File: config.mk
export PLATFORM = sky130hd
export DESIGN_NAME = sys_rst_tick_gen
export DESIGN_NICKNAME = d
export VERILOG_FILES = /design/src/rtl/sys_rst_tick_gen.sv
export SDC_FILE = /design/constraint.sdc
export NUM_CORES = 1
export LEC_CHECK = 0
export ABC_AREA = 1
export BUFFER_PORTS_ARGS = -buffer_cell sky130_fd_sc_hd__buf_4
export CORE_MARGIN = 2
export CORE_UTILIZATION = 55
export CTS_CLUSTER_SIZE = 40
export DETAILED_ROUTE_END_ITERATION = 10
export PLACE_DENSITY = 0.74
export REMOVE_ABC_BUFFERS = 1
export SYNTH_ARGS = -nofsm -noshare
export SYNTH_HDL_FRONTEND = slang
export SYNTH_SLANG_ARGS = --single-unit
File: constraint.sdc
create_clock -name clk -period 3.8 [get_ports clk]
set_input_delay 0.76 -clock clk [delete_from_list [all_inputs] [get_ports clk]]
set_output_delay 0.76 -clock clk [all_outputs]
set_load 0.01 [all_outputs]
File: src/rtl/sys_rst_tick_gen.sv
// rtl/sys_rst_tick_gen.sv - lock/button qualified system reset sequencer with 1 us / 1 ms tick strobes (optional LOCK_LOSS_CNT_EN)
`timescale 1ns/1ps

module sys_rst_tick_gen #(
    parameter int CLK_HZ      = 25_000_000,
    parameter int HOLD_CYCLES = 16,
    parameter int DEB_CYCLES  = 250_000
) (
    input  logic       clk,
    input  logic       rst,
    input  logic       locked,
    input  logic       btn_rst,
    output logic       sys_rst,
    output logic       ready,
    output logic       tick_us,
    output logic       tick_ms,
`ifdef LOCK_LOSS_CNT_EN
    output logic [7:0] lock_loss_cnt,
`endif
    output logic [1:0] state
);

    // Cycles of clk per microsecond; the prescaler wraps at US_DIV-1.
    localparam int US_DIV = CLK_HZ / 1_000_000;
    localparam int US_W   = (US_DIV > 1) ? $clog2(US_DIV) : 1;
    localparam int HOLD_W = (HOLD_CYCLES > 1) ? $clog2(HOLD_CYCLES) : 1;
    localparam int DEB_W  = (DEB_CYCLES > 1) ? $clog2(DEB_CYCLES) : 1;

    localparam logic [US_W-1:0]   US_LAST   = US_W'(US_DIV - 1);
    localparam logic [HOLD_W-1:0] HOLD_LAST = HOLD_W'(HOLD_CYCLES - 1);
    localparam logic [DEB_W-1:0]  DEB_LAST  = DEB_W'(DEB_CYCLES - 1);
    localparam logic [9:0]        MS_LAST   = 10'd999;

    typedef enum logic [1:0] {
        WAIT_LOCK = 2'd0,
        HOLD      = 2'd1,
        RUN       = 2'd2
    } state_t;

    state_t cur_state;
    state_t nxt_state;

    logic              lock_m;
    logic              lock_s;
    logic              btn_m;
    logic              btn_s;
    logic              btn_db;
    logic [DEB_W-1:0]  deb_cnt;
    logic [HOLD_W-1:0] hold_cnt;
    logic [US_W-1:0]   us_cnt;
    logic [9:0]        ms_cnt;
    logic              run_ok;
    logic              counting;

    assign state = cur_state;

    // The system may run only while the clock is locked and the button is released.
    assign run_ok = lock_s & ~btn_db;

    // Prescaler runs only for cycles that both start and end in RUN.
    assign counting = (cur_state == RUN) && (nxt_state == RUN);

    // Two-flop synchronizers for the asynchronous lock and button inputs.
    always_ff @(posedge clk or posedge rst) begin
        if (rst) begin
            lock_m <= 1'b0;
            lock_s <= 1'b0;
            btn_m  <= 1'b0;
            btn_s  <= 1'b0;
        end else begin
            lock_m <= locked;
            lock_s <= lock_m;
            btn_m  <= btn_rst;
            btn_s  <= btn_m;
        end
    end

    // Debounce: accept a new button level only after it differs for DEB_CYCLES consecutive cycles.
    always_ff @(posedge clk or posedge rst) begin
        if (rst) begin
            btn_db  <= 1'b0;
            deb_cnt <= '0;
        end else if (btn_s == btn_db) begin
            deb_cnt <= '0;
        end else if (deb_cnt == DEB_LAST) begin
            btn_db  <= btn_s;
            deb_cnt <= '0;
        end else begin
            deb_cnt <= deb_cnt + 1'b1;
        end
    end

    // Next-state decode; the unused code falls back to WAIT_LOCK.
    always_comb begin
        nxt_state = WAIT_LOCK;
        case (cur_state)
            WAIT_LOCK: begin
                nxt_state = run_ok ? HOLD : WAIT_LOCK;
            end
            HOLD: begin
                if (!run_ok) begin
                    nxt_state = WAIT_LOCK;
                end else if (hold_cnt == HOLD_LAST) begin
                    nxt_state = RUN;
                end else begin
                    nxt_state = HOLD;
                end
            end
            RUN: begin
                nxt_state = run_ok ? RUN : WAIT_LOCK;
            end
            default: begin
                nxt_state = WAIT_LOCK;
            end
        endcase
    end

    // Sequencer state, hold counter and registered reset/ready taken from the next state.
    always_ff @(posedge clk or posedge rst) begin
        if (rst) begin
            cur_state <= WAIT_LOCK;
            hold_cnt  <= '0;
            sys_rst   <= 1'b1;
            ready     <= 1'b0;
        end else begin
            cur_state <= nxt_state;
            sys_rst   <= (nxt_state != RUN);
            ready     <= (nxt_state == RUN);
            if ((cur_state == HOLD) && (nxt_state == HOLD)) begin
                hold_cnt <= hold_cnt + 1'b1;
            end else begin
                hold_cnt <= '0;
            end
        end
    end

    // Microsecond and millisecond prescaler with registered one-cycle strobes.
    always_ff @(posedge clk or posedge rst) begin
        if (rst) begin
            us_cnt  <= '0;
            ms_cnt  <= '0;
            tick_us <= 1'b0;
            tick_ms <= 1'b0;
        end else if (!counting) begin
            us_cnt  <= '0;
            ms_cnt  <= '0;
            tick_us <= 1'b0;
            tick_ms <= 1'b0;
        end else if (us_cnt == US_LAST) begin
            us_cnt  <= '0;
            tick_us <= 1'b1;
            if (ms_cnt == MS_LAST) begin
                ms_cnt  <= '0;
                tick_ms <= 1'b1;
            end else begin
                ms_cnt  <= ms_cnt + 1'b1;
                tick_ms <= 1'b0;
            end
        end else begin
            us_cnt  <= us_cnt + 1'b1;
            tick_us <= 1'b0;
            tick_ms <= 1'b0;
        end
    end

`ifdef LOCK_LOSS_CNT_EN
    // Saturating count of RUN exits in which the lock was lost (button-only exits are excluded).
    always_ff @(posedge clk or posedge rst) begin
        if (rst) begin
            lock_loss_cnt <= 8'd0;
        end else if ((cur_state == RUN) && !lock_s && (lock_loss_cnt != 8'hFF)) begin
            lock_loss_cnt <= lock_loss_cnt + 8'd1;
        end
    end
`endif

endmodule

== Word-level counts from Yosys, hierarchy flattened ==
Cells that the tools add are included.

* Bits in registers: 48
* Bits of input ports: 4
* Output and inout port bits: 6
* Word-level logic and storage cells: 54

* Add/subtract/negate cells: 4
* Equality and inequality tests: 11
* Muxes and demuxes: 18
* Bitwise operators: 3
* Reductions and logical operators: 4

{| class="wikitable"
|+ Operators by type and width
! kind !! count
|-
| $mux 18 || 2
|-
| $mux 10 || 3
|-
| $add 18x1->18 const B || 1
|-
| $eq 18x18->1 const B || 1
|-
| $add 10x1->10 const B || 1
|-
| $eq 10x10->1 const B || 1
|-
| $mux 5 || 2
|-
| $mux 1 || 6
|-
| $mux 2 || 3
|-
| $pmux 2 s3 || 1
|-
| $add 5x1->5 const B || 1
|-
| $eq 5x5->1 const B || 1
|-
| $add 4x1->4 const B || 1
|-
| $eq 2x1->1 const B || 2
|-
| $eq 2x2->1 const B || 2
|-
| $eq 4x4->1 const B || 1
|-
| $mux 4 || 1
|-
| $logic_and 1x1->1 || 2
|-
| $logic_not 2->1 || 1
|-
| $ne 2x1->1 const B || 1
|-
| $ne 2x2->1 const B || 1
|-
| $not 1->1 || 2
|-
| $reduce_and 2->1 || 1
|-
| $and 1x1->1 || 1
|-
| $eq 1x1->1 || 1
|}

== Longest topological paths before layout ==
Gate-level depths: netlist of the first run.

* Depth after elaboration: 7
* Gate-level depth with buffers: 9
* Gate-level depth less buffers: 9

== Worst setup path before layout of the first run ==
No wires, ideal clock.

* Kind: register to register
* From: register deb_cnt[0]
* To: register deb_cnt[13]
* Library setup time: 118 ps
* Data arrival time: 1252 ps
* Data required time: 3682 ps
* Slack: 2430 ps
* Cell stages (with the launch flop): 9
* Buffers on the path: 0
* Clock period less this slack: 1370 ps
* Path through: dfrtp_1 > ha_1 > nand3_2 > inv_2 > nand3_2 > nor2_2 > nor2_4 > nand2_1 > nor2_2

* Word-level cells in the longest chain between the ends: 3
* Elaborated cells between the ends (all ways): 4
* Classes of those cells: add/sub (1); eq/ne (1); mux (2)

{| class="wikitable"
|+ RTL lines
! element !! line !! text
|-
| start: declaration || 48 || <nowiki>logic [DEB_W-1:0] deb_cnt;</nowiki>
|-
| start signal: assignment || 89 || <nowiki>deb_cnt <= deb_cnt + 1'b1;</nowiki>
|-
| $add 18x1->18 / $eq 18x18->1 (equally long branches) || 89, 85 ||
|-
| $mux 18 (*) || 85 || <nowiki>end else if (deb_cnt == DEB_LAST) begin</nowiki>
|-
| $mux 18 (*) || 83 || <nowiki>end else if (btn_s == btn_db) begin</nowiki>
|}

Mark *: on every way between the ends. The rest lies on a longest branch, timed or not.
A chain may end at the register's enable or synchronous reset.

== Worst setup path in the final report of the first run ==
* From: register sys_rst
* To: output port sys_rst

{| class="wikitable"
|+ RTL lines
! element !! line !! text
|-
| start: declaration || 13 || <nowiki>output logic sys_rst,</nowiki>
|-
| start signal: assignment || 127 || <nowiki>sys_rst <= (nxt_state != RUN);</nowiki>
|}

No word-level cell between the ends.

==> flow_summary.toml, run 1 <==
[timing]
final.period_utilization_pct = 44.7
setup_tns_ns = 0
max_slew_margin_vs_limit_pct = 35.3
worst-slew-pin-transition_ns = 0.970
slew_viol_final = 0
final_report_setup_violation_count = 0
whs_ns = 0.361
fin_worst_skew_ns = 0.00435
achievable_clock_frequency_mhz = 589
layout_min_cycle_time_ns = 1.70
grt_setup_unrepaired = "false"
hold_violations = 0

[hold_path]
hold_path.class = "reg -> reg"

[synthesis]
synthesis.area_um2 = 2470
synth_enable_flop_cells = 0
post-synth-top-area-cell = "dfrtp_1"
post_synthesis_sequential_area_ratio_pct = 48.7
yosys_warnings = 0
synthFlopType = "dfrtp_1"
netlist-cell-type-count = 30
synthesis.area_per_instance_um2 = 8.22
synthesized_instance_count = 300
synth.ff_latch_count = 48
synthTopCellsByArea = "dfrtp_1 48%, nand2_1 11%, nor2_1 7.8%"
synth_top_area_share_pct = 47.7
ys_async_sr_fraction_pct = 100

[pwr]
static-leakage-power_nw = 1.32
powerDensity_nw_per_um2 = 339
vdd_ir_drop_max_mv = 0.303

[die]
fp.dieArea_um2 = 5040
num_rows = 24
die_y_um = 71.0
io_pins = 10
chipWidth_um = 71.0
placeableCoreArea_um2 = 4320
initial_utilization_pct = 57.1

[run_status]
status = "finished clean"

[run]
cap_viol_max_count = 0

[finish]
antenna_cells_inserted = 0
area_growth_syn_to_layout_pct = 10.0
mostFrequentLayoutCells = "70 x nand2_1, 51 x nor2_1, 47 x dfrtp_1, 36 x inv_1, 15 x nand3_1"
stdcell_count = 369
count_of_fill_cells_added_during_filler_insertion = 388
final_common_cell = "nand2_1"
final_layout_size_suffix_gt1_share_pct = 15.1
design.final.nets = 325
area.sequential_um2 = 1200
multiInputGateArea_um2 = 1100

[worst_setup_path]
timing.critical_path.max_delay_family = "flip-flops"
critical_path.n_buffers_inverters = 1
endpoint_kind = "output pin"
timing.setup.critical_path_class = "reg -> out"
worst_path_max_delay_cell = "dfstp_2"
cp_launch_type = "flop"
worst_path_largest_cell_delay_ns = 0.53
crit_arrival_ns = 0.94
timing.critical_path.fanout_max = 1
required_ns = 3.04
crit_chain = "buf_4"

[detailed_routing]
route.vias.total = 1924
detail_route.drc_violations = 0
detailedRoute.firstIterationViolations = 115
viasPerCell = 5.21
antenna_nets_post_route = 0
drt_first_pass_iters = 4
post_drt_wl_per_cell_um = 11.9
postRouteWirelength_um = 4400

[clocking]
cts.path.max_buffers = 2
clock-root-buffer = "clkbuf_8"
cts.repair.resized = 0
clk_pin_slew_worst_paths_ns = 0.09
clock_insertion_delay_worst_skew_ns = 0.30
cts-hold-fix-buffers = 0
clock_sinks = 48
post-cts-setup-buffer-count = 0
cts_max_level = 2
cts_tree = "yes"
cts_made_buffers = 5

[placed_design]
post-dp-hpwl_um = 3320
placed_instances = 361
buffer_ports.inserted = 9
gp_congestion = 0.922

[grt]
globalRouteTotalUtil_pct = 19.5
globalRoute.totalOverflow = 0
grt_pass1_vias = 1787
grt_max_degree = 49
grt_first_pass_wirelength_um = 7800
grt_antenna_before_repair = 0
-- stage by stage --
stage / utilization [%] / cell area (um^2) / setup WS (ns) / total power (W)
floorplan: - / 2470 / 1.90 / 0.000552
global placement: 60.1 / 2600 / 2.10 / 0.000561
detailed placement: 60.1 / 2600 / 2.11 / 0.000562
CTS: 62.8 / 2720 / 2.09 / 0.000932
global route: 62.8 / 2720 / 2.07 / 0.000960
finish: 62.8 / 2720 / 2.10 / 0.000921
-- layer usage --
layer / GRT usage (%) / vias to the layer above / routed length [um]
li1: - / 971 / -
met1: 27.5 / 903 / 2120
met2: 30.6 / 41 / 2020
met3: 3.85 / 9 / 174
met4: 6.50 / 0 / 80
met5: 0 / - / 0
-- synthesized netlist by cell type (2+ instances only) --
master / number
dfrtp_1: 47
nand2_2: 5
inv_1: 37
xnor2_1: 3
nand3_2: 2
o21ai_0: 8
o22ai_1: 2
nand4_1: 5
nor2_2: 7
ha_1: 5
nor2_4: 4
o21ai_1: 2
nand3_1: 15
nor3_1: 6
inv_2: 6
xor2_1: 11
a21oi_1: 3
nor2_1: 51
nand2_1: 70
-- kinds of logic after synthesis --
kind of cell	count (synthesis)	share of synthesized area, %
fa+ha+maj	5	2.54
buf+inv	43	6.54
xor+xnor	15	5.63
compound gates	18	4.51
flops	48	48.7
simple gates	171	32.0
-- where the power goes --
part | total, W | switching (W) | leakage [nW] | internal (W)
clock network | 0.000370 | 0.000172 | 0.0548 | 0.000198
logic | 0.0000293 | 0.0000201 | 0.610 | 0.00000918
registers | 0.000522 | 0.00000530 | 0.652 | 0.000517
-- cell type report --
cell class                      instances  area share, %
Clock buffer                            5           2.53
Inverter                               43           5.94
Tap cell                               52           2.40
Sequential cell                        48           44.3
Clock inverter                          3           1.71
Multi-Input combinational cell        209           40.6
Timing Repair Buffer                    9           2.49
-- state kept, by name (all words and copies together), names as in the netlist, 2 cells and up --
register / cells
deb_cnt: 18
hold_cnt: 4
ms_cnt: 10
state: 2
us_cnt: 5
-- final timing paths --
check,cells past startpoint,slack [ns],startpoint,endpoint
min in group asynchronous,2,0.69,rst,tick_ms
min reg2reg,0,0.36,lock_m,lock_s
max reg2reg,8,2.26,deb_cnt[0],deb_cnt[13]
min,0,0.36,lock_m,lock_s
max,1,2.10,sys_rst,sys_rst
max in group asynchronous,2,2.51,rst,lock_s
No activity file was read; power rests on OpenSTA's default activity.
==> run 2: changes to the inputs <==
==> constraint.sdc (replaced) <==
create_clock -name clk -period 1.6 [get_ports clk]
set_input_delay 0.32 -clock clk [delete_from_list [all_inputs] [get_ports clk]]
set_output_delay 0.32 -clock clk [all_outputs]
set_load 0.01 [all_outputs]
==> run 2 against run 1 <==
Total power up 130%. First-iteration DRC count grew 5.2%. Clock-buffer cell count stayed put. Non-clock buffer count increased by 6. Cell area grew 0.97%. Largest cell class unchanged. Global-route usage up 1.1 points. Hold slack got worse by 0.24 ns.
==> flow_summary.toml, run 2 (synthesis results as in run 1) <==
[die]
placeableCoreArea_um2 = 4320
num_rows = 24
chipWidth_um = 71.0
io_pins = 10
initial_utilization_pct = 57.1
fp.dieArea_um2 = 5040
die_y_um = 71.0

[pwr]
vdd_ir_drop_max_mv = 0.553
powerDensity_nw_per_um2 = 756
post-layout-total-power_w = 0.00207
static-leakage-power_nw = 1.34

[detailed_routing]
drt_first_pass_iters = 4
route.vias.total = 1879
viasPerCell = 5.01
antenna_nets_post_route = 0
detailedRoute.firstIterationViolations = 121
detail_route.drc_violations = 0
post_drt_wl_per_cell_um = 12.1
postRouteWirelength_um = 4540

[clocking]
cts.path.max_buffers = 2
cts_made_buffers = 5
clock_insertion_delay_worst_skew_ns = 0.30
clock-root-buffer = "clkbuf_8"
cts.repair.resized = 0
post-cts-setup-buffer-count = 0
cts_tree = "yes"
cts_max_level = 2
clock_sinks = 48
clk_pin_slew_worst_paths_ns = 0.09

[worst_setup_path]
worst_path_max_delay_cell = "dfrtp_1"
cp_common_cell = "inv_2"
cp_launch_type = "flop"
timing.critical_path.max_delay_family = "flip-flops"
critical_path.n_buffers_inverters = 3
timing.setup.critical_path_class = "reg -> reg"
required_ns = 1.82
worst_path_largest_cell_delay_ns = 0.40
endpoint_kind = "flop"
crit_arrival_ns = 1.63
timing.critical_path.fanout_max = 10
crit_chain = "inv_1 -> ha_1 -> nand4_2 -> inv_2 -> nor2_4 -> inv_2 -> o22ai_1"

[grt]
grt_pass1_vias = 1816
globalRoute.totalOverflow = 0
grt_first_pass_wirelength_um = 8110
grt_max_degree = 18
grt_antenna_before_repair = 0
globalRouteTotalUtil_pct = 20.7

[placed_design]
gp_congestion = 0.904
buffer_ports.inserted = 9
placement.cell_area_um2 = 2640
post-dp-hpwl_um = 3460

[finish]
final_core_utilization_pct = 63.4
final_common_cell = "nand2_1"
regMostFlops = "deb_cnt"
number_of_flip_flops_in_the_largest_register = 18
design.final.nets = 331
area_growth_syn_to_layout_pct = 11.1
final_layout_size_suffix_gt1_share_pct = 16.4
mostFrequentLayoutCells = "70 x nand2_1, 51 x nor2_1, 47 x dfrtp_1, 36 x inv_1, 15 x nand3_1"
finish.instance_area_um2 = 2740
biggestRegsByFlops = "deb_cnt: 18 flops, ms_cnt: 10 flops, us_cnt: 5 flops"
antenna_cells_inserted = 0

[timing]
final_report_setup_violation_count = 0
final.period_utilization_pct = 88.3
grt_setup_unrepaired = "false"
fin_worst_skew_ns = 0.00967
max_slew_margin_vs_limit_pct = 77.2
achievable_clock_frequency_mhz = 708
layout_min_cycle_time_ns = 1.41
setup_tns_ns = 0
slew_viol_final = 0
worst-slew-pin-transition_ns = 0.339
whs_ns = 0.118
hold_violations = 0

[run_status]
status = "finished clean"

[hold_path]
hold_path.class = "in -> reg"

[run]
cap_viol_max_count = 0
run 2: final timing paths:
kind	from	end	slack, ns	depth (start not counted)
setup / recovery	us_cnt[0]	ms_cnt[5]	0.19	7
hold / removal	btn_rst	btn_m	0.12	1
setup reg to reg	us_cnt[0]	ms_cnt[5]	0.19	7
hold reg to reg	btn_m	btn_s	0.36	0
max in group asynchronous	rst	ms_cnt[0]	0.60	4
min in group asynchronous	rst	ms_cnt[3]	0.52	3
run 2: metal layers:
| layer | part of all wire [%] | wire length [um] | up-vias | track usage [%] |
|---|---|---|---|---|
| li1 | - | - | 981 | - |
| met1 | 48 | 2190 | 852 | 28.4 |
| met2 | 46 | 2070 | 40 | 33.1 |
| met3 | 4.4 | 201 | 6 | 4.13 |
| met4 | 1.7 | 76 | 0 | 6.92 |
| met5 | 0 | 0 | - | 0 |
run 2: cell type report:
type | count | area [um^2]
fillers | 392 | 1580
flip-flops and latches | 48 | 1200
clock inverters | 3 | 25.0
inverters | 43 | 161
repair buffers | 15 | 115
multi-input cells | 209 | 1100
clock buffers | 5 | 68.8
well taps | 52 | 65.1
run 2: stage by stage:
step,worst slack (ns),cells
after floorplan,0.137,300
after global placement,0.248,366
after detailed placement,0.193,366
after CTS,0.182,375
after global routing,0.00405,375
final,0.187,375
run 2: power breakdown:
group	total (W)	switching (W)	internal, W	leakage (nW)
clock	0.000750	0.000432	0.000319	0.0452
sequential	0.00124	0.00000974	0.00123	0.652
combinational	0.0000859	0.0000539	0.0000320	0.639
run 2: repair_timing:
action / 4_1_cts / 5_1_grt
hold buffers: 1 / 0
setup endpoints to repair: 0 / 0
hold endpoints to repair: 12 / 0
==> run 3: changes to the inputs <==
--- a/config.mk
+++ b/config.mk
@@ -8,11 +8,10 @@
 export ABC_AREA = 1
 export BUFFER_PORTS_ARGS = -buffer_cell sky130_fd_sc_hd__buf_4
 export CORE_MARGIN = 2
-export CORE_UTILIZATION = 55
+export CORE_UTILIZATION = 34
 export CTS_CLUSTER_SIZE = 40
 export DETAILED_ROUTE_END_ITERATION = 10
-export PLACE_DENSITY = 0.74
-export REMOVE_ABC_BUFFERS = 1
+export PLACE_DENSITY = 0.51
 export SYNTH_ARGS = -nofsm -noshare
 export SYNTH_HDL_FRONTEND = slang
 export SYNTH_SLANG_ARGS = --single-unit
==> constraint.sdc (replaced) <==
create_clock -name clk -period 1.61 [get_ports clk]
set_input_delay 0.322 -clock clk [delete_from_list [all_inputs] [get_ports clk]]
set_output_delay 0.322 -clock clk [all_outputs]
set_load 0.01 [all_outputs]
==> run 3 against run 2 <==
Critical path depth is 1 higher. Cell area is 3.0% higher. Sequential power about the same. Critical path type unchanged. Largest cell class unchanged. Largest power group unchanged. Highest routed layer unchanged.
==> flow_summary.toml, run 3 (synthesis results as in run 1) <==
[finish]
final_core_utilization_pct = 39.6
area.sequential_um2 = 1200
mostFrequentLayoutCells = "70 x nand2_1, 51 x nor2_1, 47 x dfrtp_1, 36 x inv_1, 15 x nand3_1"
design.final.nets = 329
regMostFlops = "deb_cnt"
final_layout_size_suffix_gt1_share_pct = 16.2
biggestRegsByFlops = "deb_cnt: 18 flops, ms_cnt: 10 flops, us_cnt: 5 flops"
count_of_fill_cells_added_during_filler_insertion = 771
multiInputGateArea_um2 = 1100
final_common_cell = "nand2_1"
antenna_cells_inserted = 0
number_of_flip_flops_in_the_largest_register = 18
area_growth_syn_to_layout_pct = 14.4

[clocking]
clock_sinks = 48
cts_made_buffers = 5
clk_pin_slew_worst_paths_ns = 0.09
cts.path.max_buffers = 2
clock_insertion_delay_worst_skew_ns = 0.30
cts_max_level = 2
cts-hold-fix-buffers = 0
clock-root-buffer = "clkbuf_8"
cts.repair.resized = 0
cts_tree = "yes"

[die]
io_pins = 10
initial_utilization_pct = 34.6
placeableCoreArea_um2 = 7140
fp.dieArea_um2 = 7950
die_y_um = 89.2
chipWidth_um = 89.2
num_rows = 31

[detailed_routing]
post_drt_wl_per_cell_um = 11.6
postRouteWirelength_um = 4890
viasPerCell = 4.54
detail_route.drc_violations = 0
detailedRoute.firstIterationViolations = 77
drt_first_pass_iters = 4
antenna_nets_post_route = 0
route.vias.total = 1908
met2_wirelength_from_detailed_routing_um = 2160
top_layer = "met4"
met3WireLength_um = 142
routedLengthMet1_um = 2510

[grt]
globalRoute.totalOverflow = 0
grt_first_pass_wirelength_um = 8850
globalRouteTotalUtil_pct = 14.6
grt_pass1_vias = 1887
grt_antenna_before_repair = 0
grt_max_degree = 22

[timing]
achievable_clock_frequency_mhz = 697
layout_min_cycle_time_ns = 1.44
fin_worst_skew_ns = 0.00966
worst-slew-pin-transition_ns = 0.414
max_slew_margin_vs_limit_pct = 72.3
setup_tns_ns = 0
grt_setup_unrepaired = "false"
final_report_setup_violation_count = 0
hold_violations = 0
slew_viol_final = 0
final.period_utilization_pct = 89.1

[worst_setup_path]
reg2reg_setup_slack_ns = 0.17
cp_launch_type = "flop"
r2r_start = "deb_cnt[1]"
crit_arrival_ns = 1.63
endpoint_kind = "flop"
timing.critical_path.fanout_max = 5
r2r.worst_path.cells = 8
timing.setup.critical_path_class = "reg -> reg"
worst_r2r_endpoint = "deb_cnt[13]"
required_ns = 1.81

[hold_path]
hold_path.class = "in -> async"

[placed_design]
post-dp-hpwl_um = 3650
gp_congestion = 0.838
buffer_ports.inserted = 9

[run]
cap_viol_max_count = 0

[pwr]
static-leakage-power_nw = 1.35
vdd_ir_drop_max_mv = 0.340
powerDensity_nw_per_um2 = 797

[run_status]
status = "finished clean"

[synthesis]
total_nets_after_synthesis = 309
## run 3: through the flow
stage | power [W] | std cells | worst slack, ns | area (um^2) | hold slack, ns
after floorplan | 0.00130 | 300 | 0.145 | 2470 | 0.331
after global placement | 0.00134 | 412 | 0.174 | 2700 | 0.333
after detailed placement | 0.00134 | 412 | 0.153 | 2700 | 0.337
after CTS | 0.00231 | 420 | 0.126 | 2820 | 0.000483
after global routing | 0.00236 | 420 | 0.0140 | 2820 | 0.0206
final | 0.00225 | 420 | 0.175 | 2820 | 0.000500
## run 3: how the worst max path moves through the flow
stage,start,end,slack (ns),depth (start not counted)
finish,deb_cnt[1],deb_cnt[13],0.17,8
floorplan,rst,btn_db,0.15,1
global route,us_cnt[0],ms_cnt[4],0.01,7
CTS,us_cnt[0],ms_cnt[4],0.13,7
global placement,us_cnt[0],ms_cnt[4],0.17,7
detailed placement,us_cnt[0],ms_cnt[4],0.15,7
## run 3: area by class of cell
| class | count | share of cell area [%] |
|---|---|---|
| tap | 99 | 4.39 |
| multi-input combinational | 209 | 39.1 |
| clock inverter | 2 | 1.37 |
| clock buffer | 6 | 2.93 |
| timing repair buffer | 13 | 3.90 |
| inverter | 43 | 5.72 |
| sequential | 48 | 42.6 |
## run 3: timing repair
action | CTS | global route
endpoints found under the hold margin | 0 | 0
setup buffers | 0 | 0
setup endpoints to repair | 0 | 1
## run 3: worst max-delay path, cell delays in order, from the launching register on
cell     delay, ns
dfrtp_1       0.38
ha_1          0.20
nand3_2       0.13
inv_2         0.11
nand3_2       0.12
nor2_2        0.21
nor2_4        0.07
nand2_1       0.08
nor2_2        0.03
## run 3: power breakdown
group / switching [W] / internal (W) / total [W]
combinational: 0.0000550 / 0.0000317 / 0.0000867
clock: 0.000426 / 0.000508 / 0.000935
sequential: 0.00000966 / 0.00122 / 0.00123
total: 0.000491 / 0.00176 / 0.00225
## run 3: layer usage
metal	track usage, %	vias to the layer above
met3	2.86	9
li1	-	979
met1	20.2	895
met4	4.75	0
met5	0	-
met2	23.2	25
